**src/rtl/shifter_seq_left_if.sv**
```systemverilog
// Handshake and operand/result bundle for the multi-cycle left shifter.
// The control unit drives the master side; the shifter is the slave side.
interface shifter_seq_left_if #(
    parameter int DATA_W = 32
);
    logic              start_i;
    logic [DATA_W-1:0] src1_i;
    logic [DATA_W-1:0] src2_i;
    logic [3:0]        ALUCtrl_i;
    logic              busy_o;
    logic              done_o;
    logic [DATA_W-1:0] data_o;

    modport master (
        output start_i, src1_i, src2_i, ALUCtrl_i,
        input  busy_o, done_o, data_o
    );

    modport slave (
        input  start_i, src1_i, src2_i, ALUCtrl_i,
        output busy_o, done_o, data_o
    );
endinterface

```
**src/rtl/shifter_seq_left.sv**
```systemverilog
// Multi-cycle logical left shifter (SLL, LUI) with a start/busy/done handshake.
// The working register moves STEP bits per clock; the datapath stalls on busy_o.
// Optional right shifts (SRA, SRL) are compiled in when SHIFTER_RIGHT_EN is defined.
module shifter_seq_left #(
    parameter int DATA_W = 32,
    parameter int STEP   = 1
) (
    input  logic              clk_i,
    input  logic              rst_i,
    shifter_seq_left_if.slave bus
);

    localparam logic [3:0] OP_LUI = 4'b1010;
    localparam logic [3:0] OP_SLL = 4'b1011;
`ifdef SHIFTER_RIGHT_EN
    localparam logic [3:0] OP_SRA = 4'b1000;
    localparam logic [3:0] OP_SRL = 4'b1001;
`endif

    // Largest move per SHIFT cycle; STEP is one of 1, 2, 4, 8, 16.
    localparam logic [4:0] STEP_AMT = 5'(STEP);

    typedef enum logic [1:0] {
        S_IDLE,
        S_SHIFT,
        S_DONE
    } state_t;

`ifdef SHIFTER_RIGHT_EN
    typedef enum logic [1:0] {
        DIR_SLL,
        DIR_SRL,
        DIR_SRA
    } dir_t;
`endif

    state_t            state_q, state_d;
    logic [DATA_W-1:0] work_q,  work_d;
    logic [4:0]        rem_q,   rem_d;
    logic [DATA_W-1:0] data_q,  data_d;
`ifdef SHIFTER_RIGHT_EN
    dir_t              dir_q,   dir_d;
    dir_t              cap_dir;
`endif

    logic              cap_ok;
    logic [4:0]        cap_shamt;
    logic              cap_now;
    logic              last_step;
    logic [4:0]        step_amt;
    logic [DATA_W-1:0] shifted;

    // Only the low five bits of the shift-amount source are meaningful.
    logic unused_src2_hi;
    assign unused_src2_hi = ^bus.src2_i[DATA_W-1:5];

    assign cap_now = (state_q == S_IDLE) && bus.start_i;

    // Decode the operation presented with start_i into support flag and shift amount.
    always_comb begin
        // NOTE: every output of a combinational block gets a default first so no latch is inferred.
        cap_ok    = 1'b0;
        cap_shamt = 5'd0;
`ifdef SHIFTER_RIGHT_EN
        cap_dir   = DIR_SLL;
`endif
        case (bus.ALUCtrl_i)
            OP_LUI: begin
                cap_ok    = 1'b1;
                cap_shamt = 5'd16;
            end
            OP_SLL: begin
                cap_ok    = 1'b1;
                cap_shamt = bus.src2_i[4:0];
            end
`ifdef SHIFTER_RIGHT_EN
            OP_SRA: begin
                cap_ok    = 1'b1;
                cap_shamt = bus.src2_i[4:0];
                cap_dir   = DIR_SRA;
            end
            OP_SRL: begin
                cap_ok    = 1'b1;
                cap_shamt = bus.src2_i[4:0];
                cap_dir   = DIR_SRL;
            end
`endif
            default: begin
                cap_ok    = 1'b0;
                cap_shamt = 5'd0;
            end
        endcase
    end

    // Per-cycle shift: min(STEP, remaining) bits, zero-fill (or sign-fill for SRA).
    always_comb begin
        last_step = (rem_q <= STEP_AMT);
        step_amt  = last_step ? rem_q : STEP_AMT;
`ifdef SHIFTER_RIGHT_EN
        case (dir_q)
            DIR_SRL: shifted = work_q >> step_amt;
            DIR_SRA: shifted = $signed(work_q) >>> step_amt;
            default: shifted = work_q << step_amt;
        endcase
`else
        shifted = work_q << step_amt;
`endif
    end

    // State and datapath registers; reset aborts any operation in flight.
    always_ff @(posedge clk_i or posedge rst_i) begin
        // NOTE: sequential state is updated with non-blocking assignments so every register samples pre-edge values.
        if (rst_i) begin
            state_q <= S_IDLE;
            work_q  <= '0;
            rem_q   <= 5'd0;
            data_q  <= '0;
`ifdef SHIFTER_RIGHT_EN
            dir_q   <= DIR_SLL;
`endif
        end else begin
            state_q <= state_d;
            work_q  <= work_d;
            rem_q   <= rem_d;
            data_q  <= data_d;
`ifdef SHIFTER_RIGHT_EN
            dir_q   <= dir_d;
`endif
        end
    end

    // Next-state logic: unsupported or zero-length shifts skip straight to DONE.
    always_comb begin
        state_d = state_q;
        case (state_q)
            S_IDLE: begin
                if (bus.start_i) begin
                    if (!cap_ok || (cap_shamt == 5'd0)) state_d = S_DONE;
                    else                                state_d = S_SHIFT;
                end
            end
            S_SHIFT: begin
                if (last_step) state_d = S_DONE;
            end
            S_DONE:  state_d = S_IDLE;
            default: state_d = S_IDLE;
        endcase
    end

    // Datapath next values: capture on start, shift while in SHIFT, publish on the final move.
    always_comb begin
        work_d = work_q;
        rem_d  = rem_q;
        data_d = data_q;
`ifdef SHIFTER_RIGHT_EN
        dir_d  = dir_q;
`endif
        if (cap_now) begin
            work_d = cap_ok ? bus.src1_i : '0;
            rem_d  = cap_shamt;
`ifdef SHIFTER_RIGHT_EN
            dir_d  = cap_dir;
`endif
            if (!cap_ok || (cap_shamt == 5'd0)) begin
                data_d = cap_ok ? bus.src1_i : '0;
            end
        end else if (state_q == S_SHIFT) begin
            work_d = shifted;
            rem_d  = rem_q - step_amt;
            if (last_step) begin
                data_d = shifted;
            end
        end
    end

    // Handshake outputs are decoded from the registered state only.
    always_comb begin
        bus.busy_o = (state_q != S_IDLE);
        bus.done_o = (state_q == S_DONE);
    end

    assign bus.data_o = data_q;

endmodule

```
**src/flat_wrapper.sv**
```systemverilog
// flat-port wrapper written by rule: the top's interface ports become plain ports
module shifter_seq_left_flat 
#(
    parameter int DATA_W = 32,
    parameter int STEP   = 1
)
  (clk_i, rst_i, bus_start_i, bus_src1_i, bus_src2_i, bus_ALUCtrl_i, bus_busy_o, bus_done_o, bus_data_o);
  shifter_seq_left_if #(.DATA_W(DATA_W)) bus_i ();
  input  logic clk_i;
  input  logic rst_i;
  input wire logic [$bits(bus_i.start_i)-1:0] bus_start_i;
  input wire logic [$bits(bus_i.src1_i)-1:0] bus_src1_i;
  input wire logic [$bits(bus_i.src2_i)-1:0] bus_src2_i;
  input wire logic [$bits(bus_i.ALUCtrl_i)-1:0] bus_ALUCtrl_i;
  output wire logic [$bits(bus_i.busy_o)-1:0] bus_busy_o;
  output wire logic [$bits(bus_i.done_o)-1:0] bus_done_o;
  output wire logic [$bits(bus_i.data_o)-1:0] bus_data_o;
  assign bus_i.start_i = bus_start_i;
  assign bus_i.src1_i = bus_src1_i;
  assign bus_i.src2_i = bus_src2_i;
  assign bus_i.ALUCtrl_i = bus_ALUCtrl_i;
  assign bus_busy_o = bus_i.busy_o;
  assign bus_done_o = bus_i.done_o;
  assign bus_data_o = bus_i.data_o;
  shifter_seq_left #(.DATA_W(DATA_W), .STEP(STEP)) u_core (.clk_i(clk_i), .rst_i(rst_i), .bus(bus_i));
endmodule
```
**config.mk**
```make
export PLATFORM = sky130hd
export DESIGN_NAME = shifter_seq_left_flat
export DESIGN_NICKNAME = d
export VERILOG_FILES = /design/src/rtl/shifter_seq_left_if.sv /design/src/rtl/shifter_seq_left.sv /design/src/flat_wrapper.sv
export SDC_FILE = /design/constraint.sdc
export NUM_CORES = 1
export LEC_CHECK = 0
export BUFFER_PORTS_ARGS = -buffer_cell sky130_fd_sc_hd__buf_4
export CORE_AREA = 2 2 81 98
export DETAILED_ROUTE_END_ITERATION = 7
export DIE_AREA = 0 0 83 100
export GPL_ROUTABILITY_DRIVEN = 0
export GPL_TIMING_DRIVEN = 0
export PLACE_DENSITY = 0.79
export SLEW_MARGIN = 20
export SYNTH_ARGS = -nofsm -noshare
export SYNTH_HDL_FRONTEND = slang
export SYNTH_SLANG_ARGS = --single-unit
```
**constraint.sdc**
```tcl
create_clock -name clk_i -period 2.5 [get_ports clk_i]
set_input_delay 0.25 -clock clk_i [delete_from_list [all_inputs] [get_ports clk_i]]
set_output_delay 0.25 -clock clk_i [all_outputs]
set_load 0.02 [all_outputs]
```
# Word-level counts from Yosys, hierarchy flattened
# Cells that the tools add are included.
# W data, S select, Z words.
dict set report word_totals {
  regBits 71
  output_inout_bits 34
  word_cells 41
  input_bits 71
}
dict set report op_classes {
  order_cmp 1
  mux 16
  n_eq_ne 7
  n_shift 1
  reduce_logical 11
  addsub 1
}
# operator n
set ops {}
lappend ops {{$mux W32} 7}
lappend ops {{$shl A32 B5 Y32} 1}
lappend ops {{$mux W5} 3}
lappend ops {{$pmux W5 S2} 1}
lappend ops {{$eq A4 B4 Y1 const B} 2}
lappend ops {{$mux W2} 3}
lappend ops {{$reduce_bool A2 Y1} 3}
lappend ops {{$le A5 B1 Y1 const B} 1}
lappend ops {{$logic_not A5 Y1} 1}
lappend ops {{$sub A5 B5 Y5} 1}
lappend ops {{$ne A2 B2 Y1 const B} 2}
lappend ops {{$pmux W2 S2} 1}
lappend ops {{$reduce_and A3 Y1} 1}
lappend ops {{$eq A2 B1 Y1 const B} 1}
lappend ops {{$eq A2 B2 Y1 const B} 1}
lappend ops {{$logic_not A2 Y1} 1}
lappend ops {{$ne A2 B1 Y1 const B} 1}
lappend ops {{$reduce_and A2 Y1} 1}
lappend ops {{$reduce_or A2 Y1} 1}
lappend ops {{$logic_and A1 B1 Y1} 1}
lappend ops {{$logic_not A1 Y1} 1}
lappend ops {{$logic_or A1 B1 Y1} 1}
lappend ops {{$mux W1} 1}

# Longest topological paths before layout
# Gate-level depths: netlist of the first run.
dict set report logic_depth {
  ltp_word 8
  mapped_depth 9
}

# Worst setup path after synthesis of the first run
# OpenSTA, ideal clock, no wires.
dict set report synth_path {
  kind {register -> register}
  startpoint {reg u_core.rem_q[1]}
  endpoint {reg u_core.rem_q[4]}
  t_arrival_ps 1999
  synth_period_minus_slack_ps 2125
  setup_slack_ps 375
  path_buffers 2
  required_time_ps 2374
  path_stages_with_launch 10
  setup_time_ps 126
  cell_sequence {dfrtp_1 > or4_1 > buf_4 > clkbuf_1 > nand2b_1 > ha_1 > nor4_1 > xor2_1 > a221oi_1 > nor2_1}
}
dict set report synth_between {
  elab_chain_cells 5
}
# item line
set synth_rtl {}
lappend synth_rtl {{from (decl)} shifter_seq_left.sv:39} ;# logic [4:0] rem_q, rem_d;
lappend synth_rtl {{from (signal assigned)} shifter_seq_left.sv:124} ;# rem_q <= rem_d;
lappend synth_rtl {{$le A5 B1 Y1} shifter_seq_left.sv:97} ;# last_step = (rem_q <= STEP_AMT);
lappend synth_rtl {{$mux W5} shifter_seq_left.sv:98} ;# step_amt = last_step ? rem_q : STEP_AMT;
lappend synth_rtl {{$sub A5 B5 Y5 (*)} shifter_seq_left.sv:169} ;# rem_d = rem_q - step_amt;
lappend synth_rtl {{$mux W5 (*)} shifter_seq_left.sv:167} ;# end else if (state_q == S_SHIFT) begin
lappend synth_rtl {{$mux W5 (*)} shifter_seq_left.sv:158} ;# if (cap_now) begin
# Every way passes the cells marked *; elsewhere a longest branch is shown, timed or not. The select of a mux whose other input is x is not followed.
# A chain may end at the register's enable or synchronous reset.

# Final worst setup path of the first run
dict set report layout_path {
  startpoint {reg u_core.rem_q[1]}
  endpoint {reg u_core.data_q[18] (netlist: u_core.bus.data_o[18])}
}
dict set report layout_between {
  elab_chain_cells 6
  word_cells_on_any_way 8
  classes_between {order compare: 1; shift: 1; mux: 4; reduce/logical: 2}
}
# item line
set layout_rtl {}
lappend layout_rtl {{$le A5 B1 Y1} shifter_seq_left.sv:97}
lappend layout_rtl {{$mux W5} shifter_seq_left.sv:98}
lappend layout_rtl {{$shl A32 B5 Y32} shifter_seq_left.sv:106} ;# shifted = work_q << step_amt;
lappend layout_rtl {{$mux W32} shifter_seq_left.sv:170} ;# if (last_step) begin
lappend layout_rtl {{$mux W32} shifter_seq_left.sv:167}
lappend layout_rtl {{$mux W32} shifter_seq_left.sv:158}
lappend layout_rtl {{to (signal assigned)} shifter_seq_left.sv:125} ;# data_q <= data_d;
lappend layout_rtl {{to (decl)} shifter_seq_left.sv:40} ;# logic [DATA_W-1:0] data_q, data_d;
# Several ways; a longest one is shown, not always the timed one. The select of a mux whose other input is x is not followed.

==> impl_metrics.py, run 1 <==
metrics = {
    "pwr": {
        "p_leak_nw": 2.18,
        "ir_worst_vdd_mv": 0.747,
        "power_mw": 6.71,
        "pwr_density_cell_nw_per_um2": 1410,
    },
    "final_layout": {
        "final_area_um2": 4770,
        "fin_nets": 559,
        "final_cell_mix": "78 x buf_4, 71 x dfrtp_1, 60 x inv_1",
        "n_antenna_cell": 0,
        "layout_commonest_cell": "buf_4",
        "drive_gt1_frac": 0.234,
        "syn_to_final_growth_pct": 26.2,
    },
    "sta": {
        "period_share": 0.951,
        "min_period_ps": 2380,
        "finalHoldViolCount": 0,
        "setup_viol_count_final": 0,
        "fin_tns_setup_ps": 0,
        "slew_viol_final": 0,
        "rsz0062_at_grt": "no",
        "clock_skew_ps": 8.58,
        "holdWs_ps": 152,
        "maxSlewHeadroom": 0.595,
        "fmax_ghz": 0.421,
        "worst_slew_pin_slew_ps": 606,
    },
    "min_path": {
        "worstHoldStart": "bus_src2_i[2]",
        "min_path_type": "primary input to flip-flop",
    },
    "setup_path": {
        "cpPeakStageDelay_ps": 530,
        "crit_buf_inv": 3,
        "path_class": "flip-flop to flip-flop",
        "worstPathCellList": "or4_1, buf_4, or2_0, buf_2, buf_6, a311oi_1, mux2i_1",
        "crit_family": "simple AND/OR/NAND/NOR gates",
        "cp.arrival_ps": 2590,
        "cp_slowest_cell": "or4_1",
        "cp_max_fo": 10,
        "startpoint": "u_core.rem_q[1]",
        "worstSetupEndpointType": "flip-flop",
        "setup.worst_path.start_class": "flip-flop",
        "reg2reg_from": "u_core.rem_q[1]",
        "cp.required_ps": 2710,
    },
    "cts": {
        "numCtsBuffers": 9,
        "root_buffer": "clkbuf_8",
        "post-cts-setup-buffers": 0,
        "clk_path_buf_depth": 2,
        "cts.sinks": 71,
        "clk_pin_slew_ps": 70,
        "cts_htree_levels": 3,
        "cts_tree": "yes",
        "clk_latency_ps": 350,
    },
    "floorplanning": {
        "dieArea_um2": 8300,
        "start_util": 0.504,
        "dieHeight_um": 100,
        "core_area_um2": 7490,
        "num_rows": 35,
        "ios": 105,
        "fp.dieW_um": 83,
    },
    "yosys": {
        "yosysUniqueCellTypes": 38,
        "synth_warnings": 0,
        "synth_nets": 469,
        "syn_avg_cell_area_um2": 9.51,
        "ys_seq_elements": 71,
        "syn-instance-count": 397,
        "synthesis.area_um2": 3780,
        "seq_area_frac_synth": 0.471,
    },
    "run": {
        "maxCapViolCount": 0,
    },
    "detailed_routing": {
        "viasPerCell": 5.76,
        "wl_um": 9320,
        "vias": 3365,
        "drt_pass1_iterations": 5,
        "wl_met2_um": 4580,
        "top_layer": "met4",
        "ant_nets": 0,
        "wl_per_cell_um": 16.0,
        "drtIter0Drc": 404,
        "drc": 0,
        "route.met3.wl_um": 636,
        "met1Wirelength_um": 3920,
    },
    "global_route": {
        "grt_pass1_vias": 3311,
        "grt_max_degree": 46,
        "grt_first_pass_wirelength_um": 15900,
        "grt_use_total": 0.238,
        "overflow": 0,
        "antenna_found_initial": 0,
    },
    "placement": {
        "placed_area_um2": 4500,
        "post-dp-hpwl_um": 6540,
        "io_buffers": 77,
    },
    "outcome": {
        "status": "completed",
    },
}
-- layer usage --
metal | global-route usage | up-vias
li1 | - | 1586
met1 | 0.312 | 1613
met2 | 0.386 | 149
met3 | 0.0444 | 17
met4 | 0.110 | 0
met5 | 0 | -
-- registers in the layout (all words and copies together), names as in the netlist --
register	count
u_core.state_q	2
u_core.work_q	32
u_core.bus.data_o	32
u_core.rem_q	5
-- power breakdown --
part / switching, mW / internal (mW) / total, mW / leakage (nW)
combinational: 2.01 / 1.48 / 3.49 / 1.19
clock: 0.437 / 0.686 / 1.12 / 0.122
sequential: 0.375 / 1.72 / 2.09 / 0.868
total: 2.82 / 3.89 / 6.71 / 2.18
-- through the flow --
stage,worst slack [ps],std cells,util
3_5_place_dp,117,567,0.601
6_report,123,584,0.637
5_1_grt,3.32,584,0.637
2_1_floorplan,375,397,-
3_3_place_gp,-467,566,0.597
4_1_cts,109,584,0.635
-- worst register-to-register path: cells and delay by family, from the launching register on --
kind | cells | cell delay (ps)
AO/OA/AOI/OAI | 1 | 450
buffers and inverters | 3 | 500
flip-flops | 1 | 430
multiplexers | 1 | 140
AND/OR/NAND/NOR | 2 | 720
-- cell families after synthesis --
family                   after synthesis  synth area share
AND/OR/NAND/NOR                      120             0.183
buffers and inverters                 96             0.104
AO/OA/AOI/OAI                         74             0.145
flip-flops                            71             0.471
multiplexers                          34            0.0915
XOR/XNOR                               1           0.00232
adder cells (fa/ha/maj)                1           0.00331
-- path summary, 6_finish.rpt --
| kind | end | slack (ps) | cells after the start |
|---|---|---|---|
| hold reg to reg | u_core.work_q[31] | 510 | 1 |
| setup reg to reg | u_core.bus.data_o[18] | 120 | 7 |
| hold / removal | u_core.rem_q[2] | 150 | 2 |
| setup / recovery | u_core.bus.data_o[18] | 120 | 7 |
| min in group asynchronous | u_core.work_q[14] | 440 | 3 |
| max in group asynchronous | u_core.bus.data_o[31] | 1540 | 4 |
-- synthesized netlist by cell type --
cell type  instances  area share
buf_4              1      0.0020
a21oi_1           30       0.040
and2_1             2      0.0033
clkbuf_1          25       0.025
or2_0              1      0.0017
nand3b_1           1      0.0020
mux2_2             3      0.0089
a221oi_1           2      0.0046
or2_2              2      0.0033
nor3_1            32       0.042
a21boi_0           1      0.0020
ha_1               1      0.0033
a32oi_1            1      0.0023
o211a_1            1      0.0027
a221oi_4           1      0.0070
buf_1              1     0.00099
xor2_1             1      0.0023
mux2i_1           30       0.080
o21ai_0            3      0.0040
dfrtp_1           71        0.47
nor2b_1            3      0.0050
buf_2              5      0.0066
nor2_1            36       0.036
buf_6              3      0.0089
inv_1             61       0.061
nand2b_1           3      0.0050
mux2_1             1      0.0030
nor2_2             1      0.0017
nor4b_1           30       0.070
nor4_1             2      0.0033
a221o_1            4       0.011
a311oi_1          29       0.067
or3b_2             1      0.0023
nor3b_1            1      0.0020
nand2_1            4      0.0040
a22o_1             1      0.0023
a32o_1             1      0.0027
or4_1              1      0.0020
-- final cells by class --
cell class | count | area, um2
Fill cell | 660 | 2720
Sequential cell | 71 | 1780
Inverter | 61 | 231
Tap cell | 92 | 115
Timing Repair Buffer | 79 | 616
Clock inverter | 6 | 108
Clock buffer | 10 | 138
Buffer | 35 | 165
Multi-Input combinational cell | 230 | 1620
-- timing repair --
item	in CTS	in global routing
gates resized for setup	0	4
endpoints found under the hold margin	26	0
hold buffers	1	0
setup endpoints to repair	0	4
Power figures use the tool's default switching activity.
==> inputs of run 2 (changes only) <==
--- a/config.mk
+++ b/config.mk
@@ -5,10 +5,11 @@
 export SDC_FILE = /design/constraint.sdc
 export NUM_CORES = 1
 export LEC_CHECK = 0
+export ABC_AREA = 1
 export BUFFER_PORTS_ARGS = -buffer_cell sky130_fd_sc_hd__buf_4
-export CORE_AREA = 2 2 81 98
+export CORE_AREA = 2 2 81 99
 export DETAILED_ROUTE_END_ITERATION = 7
-export DIE_AREA = 0 0 83 100
+export DIE_AREA = 0 0 83 101
 export GPL_ROUTABILITY_DRIVEN = 0
 export GPL_TIMING_DRIVEN = 0
 export PLACE_DENSITY = 0.79
==> impl_metrics.py, run 2 <==
metrics = {
    "outcome": {
        "status": "completed",
    },
    "setup_path": {
        "reg2reg_from": "u_core.rem_q[0]",
        "cp_max_fo": 10,
        "setup.worst_path.start_class": "flip-flop",
        "reg2reg_to": "u_core.rem_q[4]",
        "cp.arrival_ps": 2300,
        "startpoint": "u_core.rem_q[0]",
        "r2r_cells": 9,
        "worstSetupEndpointType": "flip-flop",
        "path_class": "flip-flop to flip-flop",
        "rrSetupSlack_ps": 450,
        "cp.required_ps": 2750,
    },
    "placement": {
        "placed_cells": 692,
        "io_buffers": 77,
        "dpl_worst_slack_ps": 515,
        "post-dp-hpwl_um": 7060,
        "placed_area_um2": 4590,
    },
    "cts": {
        "clk_pin_slew_ps": 70,
        "root_buffer": "clkbuf_8",
        "cts_tree": "yes",
        "cts.sinks": 71,
        "cts_htree_levels": 3,
        "numCtsBuffers": 9,
        "clk_path_buf_depth": 2,
        "clk_latency_ps": 350,
    },
    "detailed_routing": {
        "drt_pass1_iterations": 5,
        "wl_per_cell_um": 14.0,
        "wl_um": 9920,
        "vias": 3805,
        "viasPerCell": 5.37,
        "ant_nets": 0,
        "drtIter0Drc": 295,
        "drc": 0,
    },
    "sta": {
        "timing.final.ws_setup_ps": 448,
        "period_share": 0.821,
        "slew_viol_final": 0,
        "clock_skew_ps": 12.2,
        "rsz0062_at_grt": "no",
        "min_period_ps": 2050,
        "worst_slew_pin_slew_ps": 505,
        "finalHoldViolCount": 0,
        "setup_viol_count_final": 0,
        "fmax_ghz": 0.487,
        "holdWs_ps": 195,
        "maxSlewHeadroom": 0.663,
    },
    "final_layout": {
        "utilization": 0.639,
        "layout_commonest_cell": "nand2_1",
        "n_antenna_cell": 0,
        "fin_cells": 709,
        "fin_nets": 684,
        "drive_gt1_frac": 0.209,
        "final_cell_mix": "204 x nand2_1, 84 x buf_4, 71 x dfrtp_1",
        "syn_to_final_growth_pct": 23.9,
        "final_area_um2": 4790,
    },
    "floorplanning": {
        "dieArea_um2": 8380,
        "fp.dieW_um": 83,
        "ios": 105,
        "num_rows": 35,
        "dieHeight_um": 101,
        "core_area_um2": 7490,
        "start_util": 0.516,
    },
    "yosys": {
        "synthesis.area_um2": 3860,
        "yosysTopAreaCellShare": 0.460,
        "yosysUniqueCellTypes": 31,
        "synth-main-ff-cell": "dfrtp_1",
        "synth_warnings": 0,
        "yosysTopAreaCell": "dfrtp_1",
        "synthTopCellsByArea": "dfrtp_1 46%, nand2_1 20%, nand3_1 8.9%",
        "synth.most_common_cell": "nand2_1",
        "synth_nets": 594,
        "synth_commonest_cells": "204 x nand2_1, 71 x dfrtp_1, 69 x nand3_1, 48 x inv_1, 34 x o21ai_0",
        "syn_avg_cell_area_um2": 7.40,
        "syn-instance-count": 522,
        "synth_edf_count": 0,
        "synth_async_sr_flop_share": 1.00,
        "ys_seq_elements": 71,
        "seq_area_frac_synth": 0.460,
    },
    "run": {
        "maxCapViolCount": 0,
    },
    "global_route": {
        "antenna_found_initial": 0,
        "grt_use_total": 0.252,
        "grt_first_pass_wirelength_um": 17100,
        "grt_max_degree": 58,
        "overflow": 0,
        "grt_pass1_vias": 3782,
    },
    "pwr": {
        "p_leak_nw": 2.64,
        "ir_worst_vdd_mv": 0.610,
        "pwr_density_cell_nw_per_um2": 1140,
    },
    "min_path": {
        "min_path_type": "primary input to flip-flop",
        "hold_depth": 3,
        "min_to": "u_core.rem_q[0]",
        "worstHoldStart": "bus_src2_i[0]",
    },
}
-- run 2: changes by cell type after synthesis, sizes merged, moves of 27 or more --
cell / change
mux2i: -30
nor4b: -30
nor3: -31
a21oi: -29
nand4: +32
nand3: +70
nand2: +202
a311oi: -29
nor2: -27
o21ai: +33
-- run 2: layer usage --
layer	wire (um)	vias to the layer above	GRT usage
met4	227	0	0.121
met1	4310	1774	0.320
met2	4780	139	0.422
met3	601	18	0.0418
li1	-	1874	-
met5	0	-	0
-- run 2: metrics by stage --
| step | total power, mW | setup TNS [ps] |
|---|---|---|
| final | 5.45 | 0 |
| after CTS | 5.45 | 0 |
| after global placement | 4.44 | -29430 |
| after global routing | 5.92 | 0 |
| after detailed placement | 4.54 | 0 |
| after floorplan | 3.66 | 0 |
-- run 2: how the worst max path moves through the flow --
stage / endpoint
after floorplan: u_core.bus.data_o[0]
after global placement: u_core.bus.data_o[4]
after detailed placement: u_core.rem_q[4]
after CTS: u_core.rem_q[4]
after global routing: u_core.rem_q[4]
final: u_core.rem_q[4]
-- run 2: timing repair --
item,4_1_cts,5_1_grt
gates resized for setup,0,0
setup buffers,0,0
hold buffers,1,0
endpoints found under the hold margin,14,0
-- run 2: power by group --
part           internal, mW  switching, mW  total, mW  leakage [nW]
combinational         0.991           1.79       2.78          1.61
sequential             1.57          0.197       1.76         0.939
clock                 0.458          0.441      0.899        0.0960
total                  3.01           2.43       5.45          2.64
-- run 2: critical path, stage by stage (launching register included) --
cell	delay [ps]
dfrtp_1	360
clkinv_1	180
clkbuf_1	430
nand2_1	160
ha_1	210
nor2_1	140
nand3_1	110
a21oi_1	140
o21ai_0	90
a22oi_1	140
-- run 2: final cells by class --
type	instances	area (um2)
clock buffers	10	128
multi-input cells	366	1700
well taps	92	115
inverters	50	190
fillers	699	2700
plain buffers	35	205
repair buffers	79	616
clock inverters	6	61.3
flip-flops and latches	71	1780
-- run 2: cell families (layout without fill, tap and decap cells) --
logic type / count (synthesis) / in the layout / synth area share
buffers and inverters: 85 / 180 / 0.102
AO/OA/AOI/OAI: 45 / 45 / 0.0664
adder cells (fa/ha/maj): 1 / 1 / 0.00324
AND/OR/NAND/NOR: 319 / 319 / 0.367
flip-flops: 71 / 71 / 0.460
XOR/XNOR: 1 / 1 / 0.00227
